File: src/rtl/uart_pkg.sv
// Shared UART framing constants and a byte-lane helper for the receive and transmit paths.
package uart_pkg;

    localparam int BYTE_W         = 8;
    localparam int WORD_W         = 32;
    localparam int BYTES_PER_WORD = WORD_W / BYTE_W;
    localparam int IDX_W          = $clog2(BYTES_PER_WORD);

    // Little-endian lane index: lane 0 occupies bits [BYTE_W-1:0].
    function automatic logic [WORD_W-1:0] put_byte(
        input logic [WORD_W-1:0] word,
        input logic [IDX_W-1:0]  lane,
        input logic [BYTE_W-1:0] data
    );
        logic [WORD_W-1:0] result;
        result = word;
        result[lane*BYTE_W +: BYTE_W] = data;
        return result;
    endfunction

endpackage

File: src/rtl/sync_fifo_fwft.sv
// First-word-fall-through synchronous FIFO with registered pointers and a clear input.
// The caller qualifies push/pop: push only when a slot is free (or freed by a same-cycle pop), pop only when non-empty.
module sync_fifo_fwft #(
    parameter int WIDTH      = 32,
    parameter int DEPTH_LOG2 = 4
) (
    input  logic                  clk,
    input  logic                  rstn,
    input  logic                  clr,
    input  logic                  push,
    input  logic                  pop,
    input  logic [WIDTH-1:0]      din,
    output logic [WIDTH-1:0]      dout,
    output logic [DEPTH_LOG2:0]   count,
    output logic                  full,
    output logic                  empty
);

    localparam int                    DEPTH     = 1 << DEPTH_LOG2;
    localparam logic [DEPTH_LOG2-1:0] PTR_ONE   = 1;
    localparam logic [DEPTH_LOG2:0]   CNT_ONE   = 1;
    localparam logic [DEPTH_LOG2:0]   CNT_FULL  = DEPTH;

    logic [WIDTH-1:0]      r_mem [DEPTH];
    logic [DEPTH_LOG2-1:0] r_wr_ptr;
    logic [DEPTH_LOG2-1:0] r_rd_ptr;
    logic [DEPTH_LOG2:0]   r_count;

    always_ff @(posedge clk) begin
        if (!rstn || clr) begin
            r_wr_ptr <= '0;
            r_rd_ptr <= '0;
            r_count  <= '0;
        end else begin
            if (push) r_wr_ptr <= r_wr_ptr + PTR_ONE;
            if (pop)  r_rd_ptr <= r_rd_ptr + PTR_ONE;
            case ({push, pop})
                2'b10:   r_count <= r_count + CNT_ONE;
                2'b01:   r_count <= r_count - CNT_ONE;
                default: r_count <= r_count;
            endcase
        end
    end

    // NOTE: storage is deliberately not reset; its contents only matter behind valid pointers.
    always_ff @(posedge clk) begin
        if (rstn && !clr && push) r_mem[r_wr_ptr] <= din;
    end

    assign dout  = r_mem[r_rd_ptr];
    assign count = r_count;
    assign full  = (r_count == CNT_FULL);
    assign empty = (r_count == '0);

endmodule

File: src/rtl/uart_rx_wordbuf.sv
// Packs the UART receiver byte stream into little-endian 32-bit words and queues them for the core,
// with sticky overflow and framing-error flags.
module uart_rx_wordbuf
    import uart_pkg::*;
#(
    parameter int DEPTH_LOG2 = 4
) (
    input  logic                  clk,
    input  logic                  rstn,
    input  logic [BYTE_W-1:0]     rx_data,
    input  logic                  rx_pulse,
    input  logic                  rx_ferr,
    input  logic                  flush,
    input  logic                  clear_err,
    output logic [WORD_W-1:0]     word,
    output logic                  word_valid,
    input  logic                  word_ready,
    output logic [DEPTH_LOG2:0]   count,
    output logic [IDX_W-1:0]      byte_idx,
    output logic                  overflow,
    output logic                  frame_err
);

    localparam logic [IDX_W-1:0] IDX_LAST = IDX_W'(BYTES_PER_WORD - 1);
    localparam logic [IDX_W-1:0] IDX_ONE  = 1;

    logic [IDX_W-1:0]  r_byte_idx;
    logic [WORD_W-1:0] r_partial;
    logic              r_overflow;
    logic              r_frame_err;

    logic              w_full;
    logic              w_empty;
    logic              w_pop;
    logic              w_push_req;
    logic              w_push_ok;
    logic              w_drop;
    logic [WORD_W-1:0] w_din;

    // Flush outranks everything: a same-cycle byte or pop is simply discarded.
    assign w_pop      = ~w_empty & word_ready & ~flush;
    assign w_push_req = rx_pulse & (r_byte_idx == IDX_LAST) & ~flush;
    assign w_push_ok  = w_push_req & (~w_full | w_pop);
    assign w_drop     = w_push_req & ~w_push_ok;

    // The completing byte goes straight into the top lane rather than via r_partial.
    assign w_din = {rx_data, r_partial[WORD_W-BYTE_W-1:0]};

    always_ff @(posedge clk) begin
        if (!rstn) begin
            r_byte_idx <= '0;
            r_partial  <= '0;
        end else if (flush) begin
            r_byte_idx <= '0;
        end else if (rx_pulse) begin
            r_partial  <= put_byte(r_partial, r_byte_idx, rx_data);
            r_byte_idx <= r_byte_idx + IDX_ONE;
        end
    end

    always_ff @(posedge clk) begin
        if (!rstn) begin
            r_overflow  <= 1'b0;
            r_frame_err <= 1'b0;
        end else begin
            r_overflow  <= (r_overflow  & ~clear_err) | w_drop;
            r_frame_err <= (r_frame_err & ~clear_err) | rx_ferr;
        end
    end

    sync_fifo_fwft #(
        .WIDTH      (WORD_W),
        .DEPTH_LOG2 (DEPTH_LOG2)
    ) u_fifo (
        .clk   (clk),
        .rstn  (rstn),
        .clr   (flush),
        .push  (w_push_ok),
        .pop   (w_pop),
        .din   (w_din),
        .dout  (word),
        .count (count),
        .full  (w_full),
        .empty (w_empty)
    );

    assign word_valid = ~w_empty;
    assign byte_idx   = r_byte_idx;
    assign overflow   = r_overflow;
    assign frame_err  = r_frame_err;

endmodule

File: config.mk
export PLATFORM = sky130hd
export DESIGN_NAME = uart_rx_wordbuf
export DESIGN_NICKNAME = d
export VERILOG_FILES = /design/src/rtl/uart_pkg.sv /design/src/rtl/sync_fifo_fwft.sv /design/src/rtl/uart_rx_wordbuf.sv
export SDC_FILE = /design/constraint.sdc
export NUM_CORES = 1
export LEC_CHECK = 0
export CAP_MARGIN = 20
export CORE_ASPECT_RATIO = 0.7
export CORE_MARGIN = 2
export CORE_UTILIZATION = 55
export CTS_CLUSTER_DIAMETER = 40
export DETAILED_ROUTE_END_ITERATION = 8
export PLACE_DENSITY_LB_ADDON = 0.3
export SYNTH_ARGS = -nofsm -noshare
export SYNTH_HDL_FRONTEND = slang
export SYNTH_HIERARCHICAL = 1
export SYNTH_SLANG_ARGS = --single-unit
File: constraint.sdc
create_clock -name clk -period 9.3 [get_ports clk]
set_input_delay 1.86 -clock clk [delete_from_list [all_inputs] [get_ports clk]]
set_output_delay 1.86 -clock clk [all_outputs]
set_load 0.005 [all_outputs]
==> flow_metrics.tcl, run 1 <==
set metrics [dict create \
    status "complete, no violations" \
    routed_via_density 6.32 \
    clk_latency_ps 590 \
    crit_path_end_kind "output port" \
    fin_nets 1113 \
    holdPathStages 2 \
    rsz0062_at_grt "false" \
    diodes 0 \
    ys_async_sr_fraction 0 \
    yosysSeqAreaShare 0.768 \
    final_util 0.639 \
    rrSetupSlack_ps 5420 \
    yosys.area.top_type_share 0.726 \
    grt_max_degree 56 \
    synth_top_area_cell "edfxtp_1" \
    synth-seq-cells 557 \
    yosys_warnings 6 \
    postCtsSetupRepairBufs 0 \
    ant_nets 0 \
    synth-edff-count 512 \
    syn_area_sq_um 21200 \
    min_to "overflow$_SDFF_PN0_" \
    cpPeakStageDelay_ps 910 \
    start_kind "register" \
    hold_class "reg2reg" \
    worstPathRequired_ps 7440 \
    cp.arrival_ps 3960 \
    htree_levels 2 \
    synth_most_common_cell "edfxtp_1" \
    drive_gt1_frac 0.229 \
    critPathMostFrequentCell "buf_4" \
    cts_buffers 53 \
    fp.coreArea_sq_um 38200 \
    max-cap-violations 0 \
    syn_inst 1007 \
    clkTransAtPathRegs_ps 60 \
    ff2ff_path_depth 7 \
    detail_route.iter0.violations 1146 \
    slew_headroom 0.221 \
    die_area_sq_um 40100 \
    start_util 0.555 \
    totalNegativeSetupSlack_ps 0 \
    fin_area_sq_um 24400 \
    worstMarginPinSlew_ps 1170 \
    synth_area_leaders "edfxtp_1 73%, mux4_2 14%, dfxtp_1 4.3%, a22oi_1 2.3%, ha_1 0.83%" \
    r2r-end "u_fifo/r_mem[11][3]$_DFFE_PP_" \
    fill_cells 2498 \
    dpl-instance-area_sq_um 22400 \
    min_period_over_period 0.626 \
    synthFlopType "edfxtp_1" \
    place_congestion 0.771 \
    irDropWorstVdd_uv 160 \
    ctsHoldBuffers 0 \
    grt_pass1_vias 10300 \
    syn_to_final_growth_pct 15.2 \
    portBuffers 56 \
    cp_max_fo 55 \
    routedWlPerCell_um 26.9 \
    power_leakage_nw 7.24 \
    syn_avg_cell_area_sq_um 21.0 \
    grt-ovfl-total 0 \
    crit_slowest_cell "dfxtp_4" \
    synth.top_cells.by_count "512 x edfxtp_1, 128 x mux4_2, 64 x a22oi_1" \
    r2r_start "u_fifo/count[2]$_SDFFE_PP0P_" \
    hold_viol 0 \
    antenna_found_initial 0 \
    crit_chain "buf_4 -> buf_4 -> mux4_2 -> a22oi_1 -> nand2_1 -> clkdlybuf4s50_1" \
    route.detailed.drc 0 \
    grt_util_all_layers 0.223 \
    die_h_um 168 \
    die_x_um 239 \
    min_from "overflow$_SDFF_PN0_" \
    vias 10300 \
    drt_wl_total_um 43800 \
    finalSetupViolCount 0 \
    syn_nets 1036 \
    p_per_area_nw_per_um2 205 \
    clk_path_buf_depth 3 \
    post_cts_resized 0 \
    grt_pass1_wl_um 65800 \
    final_cells 1625 \
    cts_sinks 557 \
    synth.distinct_cells 51 \
    min_period_ps 5820 \
    skew_ps 23.7 \
    drtPass1Iterations 5 \
    cts_tree "done" \
    fmax_ghz 0.172 \
    slew_violations 0 \
    critical_path_class "reg2out" \
    hpwlAfterDp_um 24100 \
    place_inst 1517 \
    rows 60 \
    io_pins 57 \
    root_buffer "clkbuf_16" \
    power_w 0.00501 \
]
-- final cells by class --
| class | count | area, sq um | area share |
|---|---|---|---|
| timing repair buffer | 76 | 848 | 0.0347 |
| inverter | 10 | 37.5 | 0.00154 |
| tap | 496 | 621 | 0.0254 |
| clock inverter | 19 | 320 | 0.0131 |
| clock buffer | 81 | 1540 | 0.0632 |
| sequential | 557 | 16300 | 0.667 |
| multi-input combinational | 386 | 4760 | 0.195 |
-- kinds of logic after synthesis --
kind of cell / count (synthesis) / share of synthesized area
adder cells (fa/ha/maj): 14 / 0.00827
multiplexers: 132 / 0.138
buffers and inverters: 64 / 0.0139
AND/OR/NAND/NOR: 127 / 0.0302
flip-flops: 557 / 0.768
AO/OA/AOI/OAI: 103 / 0.0374
XOR/XNOR: 10 / 0.00413
-- layout by cell type, fill, tap and decap left out, types with 5 or more instances in the layout --
| cell | instances |
|---|---|
| inv_1 | 10 |
| nor2_1 | 16 |
| clkinv_4 | 6 |
| clkdlybuf4s50_1 | 56 |
| a22o_1 | 14 |
| ha_1 | 14 |
| clkbuf_8 | 7 |
| bufinv_16 | 7 |
| nand3_1 | 5 |
| clkbuf_1 | 19 |
| clkbuf_16 | 55 |
| nand4_1 | 6 |
| buf_4 | 12 |
| dfxtp_1 | 43 |
| buf_16 | 5 |
| edfxtp_1 | 512 |
| nand2_1 | 42 |
| and3_1 | 9 |
| a22oi_1 | 64 |
| nor2_4 | 17 |
| a21oi_1 | 5 |
| xor2_1 | 6 |
| mux4_2 | 128 |
-- worst max-delay path, delay by kind of cell, from the launching register on --
kind	cells	cell delay (ps)
buffers and inverters	3	1630
muxes	1	400
and+or+nand+nor	1	120
DFF	1	910
AOI/OAI and AO/OA	1	250
-- metal layers --
metal / vias up / wire, um / GRT usage
met5: - / 0 / 0
met3: 67 / 3300 / 0.0400
met2: 432 / 20100 / 0.336
met1: 5419 / 19500 / 0.345
li1: 4355 / - / -
met4: 0 / 888 / 0.0541
-- registers in the layout, indices dropped and copies added, names as in the netlist, named ones only --
| signal | count |
|---|---|
| u_fifo/r_rd_ptr | 4 |
| overflow | 1 |
| u_fifo/r_wr_ptr | 4 |
| frame_err | 1 |
| u_fifo/r_mem | 512 |
| r_partial | 24 |
| u_fifo/count | 5 |
| byte_idx | 2 |
-- power breakdown --
| group | internal [W] | leakage (nW) | switching (W) |
|---|---|---|---|
| clock network | 0.00135 | 0.900 | 0.000912 |
| logic | 0.0000112 | 1.69 | 0.0000224 |
| registers | 0.00271 | 4.64 | 0.00000828 |
| total | 0.00407 | 7.24 | 0.000942 |
-- worst max path at each step --
stage          startpoint                       endpoint  slack [ps]  depth (start not counted)
4_1_cts          register                       word[13]        3420                          6
2_1_floorplan       flush   u_fifo/r_mem[3][0]$_DFFE_PP_        4550                          5
3_3_place_gp        flush  u_fifo/r_mem[11][6]$_DFFE_PP_        3910                          6
3_5_place_dp        flush  u_fifo/r_mem[11][6]$_DFFE_PP_        3720                          6
5_1_grt          register                       word[13]        3260                          6
6_report         register                       word[13]        3480                          6
-- metrics by stage --
stage | setup slack (ps) | hold slack [ps]
after detailed placement | 3720 | 483
final | 3480 | 494
after global placement | 3910 | 470
after global routing | 3260 | 555
after floorplan | 4550 | 470
after CTS | 3420 | 492
No activity file was read; power rests on OpenSTA's default activity.
==> inputs of run 2 (changes only) <==
clock period = 5.7 ns   (was 9.3 ns; I/O delays follow)
==> run 2 against run 1 <==
Effect of this change:
- critical endpoint is now word[3]
- clock power grew 43%
- sequential share of layout area grew 0.69 points
- die area is the same
- critical path type unchanged
- count of clock-buffer cells in the layout shrank 11
- non-clock buffer count grew 10
==> flow_metrics.tcl, run 2 (synthesis results as in run 1) <==
set metrics [dict create \
    switching_share 0.192 \
    cp_num_buf_inv 2 \
    root_buffer "clkbuf_16" \
    min_from "overflow$_SDFF_PN0_" \
    routedWlPerCell_um 27.5 \
    cts_buffers 51 \
    skew_ps 15.0 \
    place_congestion 0.790 \
    largest_reg_flops 512 \
    detail_route.iter0.violations 1176 \
    cts_tree "done" \
    rrSetupSlack_ps 1920 \
    hold_class "reg2reg" \
    rsz0062_at_grt "false" \
    irDropWorstVdd_uv 260 \
    top_register "u_fifo/r_mem" \
    die_area_sq_um 40100 \
    totalNegativeSetupSlack_ps 0 \
    postCtsSetupRepairBufs 0 \
    grt_util_all_layers 0.230 \
    htree_levels 2 \
    syn_to_final_growth_pct 14.1 \
    min_period_ps 4510 \
    portBuffers 56 \
    min_period_over_period 0.792 \
    fp.coreArea_sq_um 38200 \
    ctsHoldBuffers 0 \
    crit_family "buffers and inverters" \
    final_cell_mix "512 x edfxtp_1, 128 x mux4_2, 64 x a22oi_1" \
    crit_slowest_cell "dfxtp_4" \
    start_kind "register" \
    p_seq_frac 0.574 \
    min_to "overflow$_SDFF_PN0_" \
    holdPathStages 2 \
    clk_latency_ps 570 \
    fill_cells 2536 \
    fin_nets 1121 \
    worstMarginPinSlew_ps 1030 \
    fmax_ghz 0.222 \
    start_util 0.555 \
    crit_chain "buf_4 -> mux4_2 -> a22oi_1 -> nand2_1 -> clkdlybuf4s50_1" \
    pwr-share-clk 0.419 \
    grt_pass1_wl_um 67100 \
    power_w 0.00774 \
    p_switching_w 0.00149 \
    post_cts_resized 0 \
    finalHoldWorstSlack_ps 513 \
    io_pins 57 \
    cp_max_fo 37 \
    clkTransAtPathRegs_ps 60 \
    drive_gt1_frac 0.235 \
    hpwlAfterDp_um 25700 \
    cts_sinks 557 \
    cp.arrival_ps 3370 \
    max-cap-violations 0 \
    status "complete, no violations" \
    grt-ovfl-total 0 \
    routed_via_density 6.33 \
    final_cells 1629 \
    vias 10300 \
    clk_path_buf_depth 3 \
    antenna_found_initial 0 \
    die_h_um 168 \
    cpPeakStageDelay_ps 880 \
    p_per_area_nw_per_um2 320 \
    layout_commonest_cell "edfxtp_1" \
    slew_headroom 0.309 \
    place_inst 1534 \
    critical_path_class "reg2out" \
    hold_viol 0 \
    r2r-end "u_fifo/r_mem[10][6]$_DFFE_PP_" \
    r2r_start "u_fifo/count[2]$_SDFFE_PP0P_" \
    rows 60 \
    p_int_w 0.00625 \
    slew_violations 0 \
    drt_wl_total_um 44800 \
    power_leakage_nw 7.16 \
    drtPass1Iterations 5 \
    ant_nets 0 \
    worstSetupPathDepth 5 \
    grt_max_degree 56 \
    power.share.combinational 0.007 \
    die_x_um 239 \
    crit_path_end_kind "output port" \
    route.detailed.drc 0 \
    worstPathRequired_ps 4560 \
    ff2ff_path_depth 7 \
    grt_pass1_vias 10200 \
    diodes 0 \
    finalSetupViolCount 0 \
]
-- run 2: cell types whose count changed in the layout (fill, tap and decap cells not counted), sizes merged --
cell | before | now
clkinv | 8 | 18
clkinvlp | 1 | 2
bufinv | 7 | 1
buf | 20 | 30
clkbuf | 81 | 70
-- run 2: power groups by stage --
stage / sequential (W) / combinational (W) / clock [W]
3_5_place_dp: 0.00453 / 0.0000538 / 0
4_1_cts: 0.00444 / 0.0000538 / 0.00330
3_3_place_gp: 0.00453 / 0.0000525 / 0
2_1_floorplan: 0.00452 / 0.0000180 / 0
6_report: 0.00444 / 0.0000535 / 0.00324
5_1_grt: 0.00444 / 0.0000578 / 0.00348
-- run 2: how the worst max path moves through the flow --
stage / from / slack, ps / endpoint
floorplan: flush / 1670 / u_fifo/r_mem[3][0]$_DFFE_PP_
global route: register / 940 / word[0]
global placement: flush / 1100 / u_fifo/r_mem[10][5]$_DFFE_PP_
detailed placement: flush / 960 / u_fifo/r_mem[10][5]$_DFFE_PP_
finish: register / 1190 / word[3]
CTS: register / 1050 / word[0]
-- run 2: layout make-up --
| class | count | area [sq um] | share of cell area |
|---|---|---|---|
| Tap cell | 496 | 621 | 0.0257 |
| Inverter | 10 | 37.5 | 0.00155 |
| Clock inverter | 24 | 166 | 0.00689 |
| Sequential cell | 557 | 16300 | 0.674 |
| Multi-Input combinational cell | 386 | 4760 | 0.197 |
| Clock buffer | 70 | 1430 | 0.0591 |
| Timing Repair Buffer | 86 | 868 | 0.0359 |
-- run 2: worst register-to-register path, cell delays in order, from the launching register on --
cell     delay (ps)
dfxtp_1         470
nor4_1          110
nor2b_1         150
or3b_2          480
a21oi_1         620
nand2_1         450
nor2_4          900
buf_4           320
-- run 2: per-stage QoR --
| stage | cell area [sq um] | utilization | worst slack [ps] |
|---|---|---|---|
| floorplan | 21200 | - | 1670 |
| global placement | 22500 | 0.590 | 1100 |
| detailed placement | 22500 | 0.590 | 962 |
| CTS | 24100 | 0.632 | 1050 |
| global route | 24200 | 0.632 | 944 |
| finish | 24200 | 0.632 | 1190 |
-- run 2: routing by layer --
| metal | share of wire | track usage |
|---|---|---|
| met1 | 0.45 | 0.358 |
| met2 | 0.47 | 0.350 |
| met5 | 0 | 0 |
| met4 | 0.014 | 0.0454 |
| met3 | 0.066 | 0.0374 |
==> inputs of run 3 (changes only) <==
clock period = 4.3 ns   (was 5.7 ns; I/O delays follow)
==> run 3 against run 2 <==
Effect of this change:
- via count is 1.0% higher
- non-clock buffer count is 11 higher
- largest power group unchanged
- final area is 0.82% higher
- critical endpoint is now word[17]
==> flow_metrics.tcl, run 3 (synthesis results as in run 1) <==
set metrics [dict create \
    die_x_um 239 \
    vias 10400 \
    grt_pass1_wl_um 66900 \
    hold_class "reg2reg" \
    crit_slowest_cell "mux4_2" \
    finalSetupViolCount 0 \
    clk_latency_ps 580 \
    cts_tree "done" \
    die_area_sq_um 40100 \
    ant_nets 0 \
    drtPass1Iterations 5 \
    worstMarginPinSlew_ps 912 \
    grt_util_all_layers 0.228 \
    detail_route.iter0.violations 1148 \
    cts_buffers 53 \
    layout_commonest_cell "edfxtp_1" \
    crit_family "buffers and inverters" \
    cp_max_fo 29 \
    diodes 0 \
    switching_share 0.197 \
    drt_wl_total_um 44600 \
    routed_via_density 6.33 \
    critical_path_class "reg2out" \
    fp.coreArea_sq_um 38200 \
    start_kind "register" \
    place_congestion 0.748 \
    postCtsSetupRepairBufs 0 \
    die_h_um 168 \
    final_cell_mix "512 x edfxtp_1, 128 x mux4_2, 64 x a22oi_1" \
    fin_nets 1134 \
    rows 60 \
    top_register "u_fifo/r_mem" \
    ctsHoldBuffers 0 \
    power_w 0.0103 \
    cpPeakStageDelay_ps 580 \
    root_buffer "clkbuf_16" \
    largest_reg_flops 512 \
    hpwlAfterDp_um 26000 \
    grt_pass1_vias 10500 \
    status "complete, no violations" \
    cts_sinks 557 \
    route.detailed.drc 0 \
    power_leakage_nw 7.24 \
    rsz0062_at_grt "false" \
    slew_violations 0 \
    start_util 0.555 \
    p_int_w 0.00828 \
    hold_viol 0 \
    p_switching_w 0.00204 \
    cp_num_buf_inv 2 \
    io_pins 57 \
    worstPathRequired_ps 3440 \
    power.share.combinational 0.007 \
    post_cts_resized 0 \
    max-cap-violations 0 \
    clkTransAtPathRegs_ps 60 \
    grt-ovfl-total 0 \
    drive_gt1_frac 0.239 \
    portBuffers 56 \
    cp.arrival_ps 3000 \
    antenna_found_initial 0 \
    clk_path_buf_depth 3 \
    crit_path_end_kind "output port" \
    skew_ps 16.0 \
    fmax_ghz 0.259 \
    syn_to_final_growth_pct 15.0 \
    grt_max_degree 39 \
    htree_levels 2 \
    routedWlPerCell_um 27.1 \
    slew_headroom 0.390 \
    min_period_ps 3860 \
    totalNegativeSetupSlack_ps 0 \
    irDropWorstVdd_uv 365 \
    crit_chain "buf_4 -> mux4_2 -> a22oi_1 -> nand2_1 -> clkdlybuf4s50_1" \
    pwr-share-clk 0.423 \
    p_seq_frac 0.570 \
    min_period_over_period 0.898 \
    p_per_area_nw_per_um2 424 \
]
==> run 3: final cells by class <==
cell class	instances	area, sq um
clock inverter	40	284
fill	2464	13800
clock buffer	58	1350
multi-input combinational	386	4760
tap	496	621
sequential	557	16300
inverter	10	37.5
timing repair buffer	97	1030
==> run 3: final timing paths <==
path                            cells past startpoint                         start  slack (ps)                      endpoint
worst max-delay path                                5                      register         440                      word[17]
worst max register to register                     12  u_fifo/count[2]$_SDFFE_PP0P_        1110  u_fifo/count[2]$_SDFFE_PP0P_
worst min register to register                      2           overflow$_SDFF_PN0_         490           overflow$_SDFF_PN0_
worst min-delay path                                2           overflow$_SDFF_PN0_         490           overflow$_SDFF_PN0_
==> run 3: power by group through the flow <==
stage	clock network [W]	logic, W	registers, W
after global routing	0.00467	0.0000789	0.00588
after CTS	0.00444	0.0000741	0.00588
after floorplan	0	0.0000238	0.00599
final	0.00436	0.0000744	0.00588
after global placement	0	0.0000721	0.00600
after detailed placement	0	0.0000738	0.00600
==> run 3: worst reg2reg max path, delay by kind of cell (launching register included) <==
kind / cells / cell delay [ps]
DFF: 1 / 490
and+or+nand+nor: 4 / 1070
adders and majority gates: 2 / 570
buffers and inverters: 1 / 100
xor gates and xnor gates: 2 / 330
AOI/OAI and AO/OA: 3 / 560
==> run 3: layer usage <==
layer | vias to the layer above | GRT usage | part of all wire
met2 | 435 | 0.348 | 0.47
met5 | - | 0 | 0
met1 | 5514 | 0.344 | 0.44
met3 | 66 | 0.0426 | 0.073
li1 | 4395 | - | -
met4 | 0 | 0.0571 | 0.018
==> run 3: through the flow <==
stage	hold slack (ps)	util	std cells	cell area (sq um)	setup slack [ps]
after floorplan	470	-	1007	21200	552
after global placement	467	0.595	1546	22700	526
after detailed placement	490	0.595	1546	22700	481
after CTS	496	0.638	1644	24400	353
after global routing	507	0.638	1644	24400	252
final	493	0.638	1644	24400	437
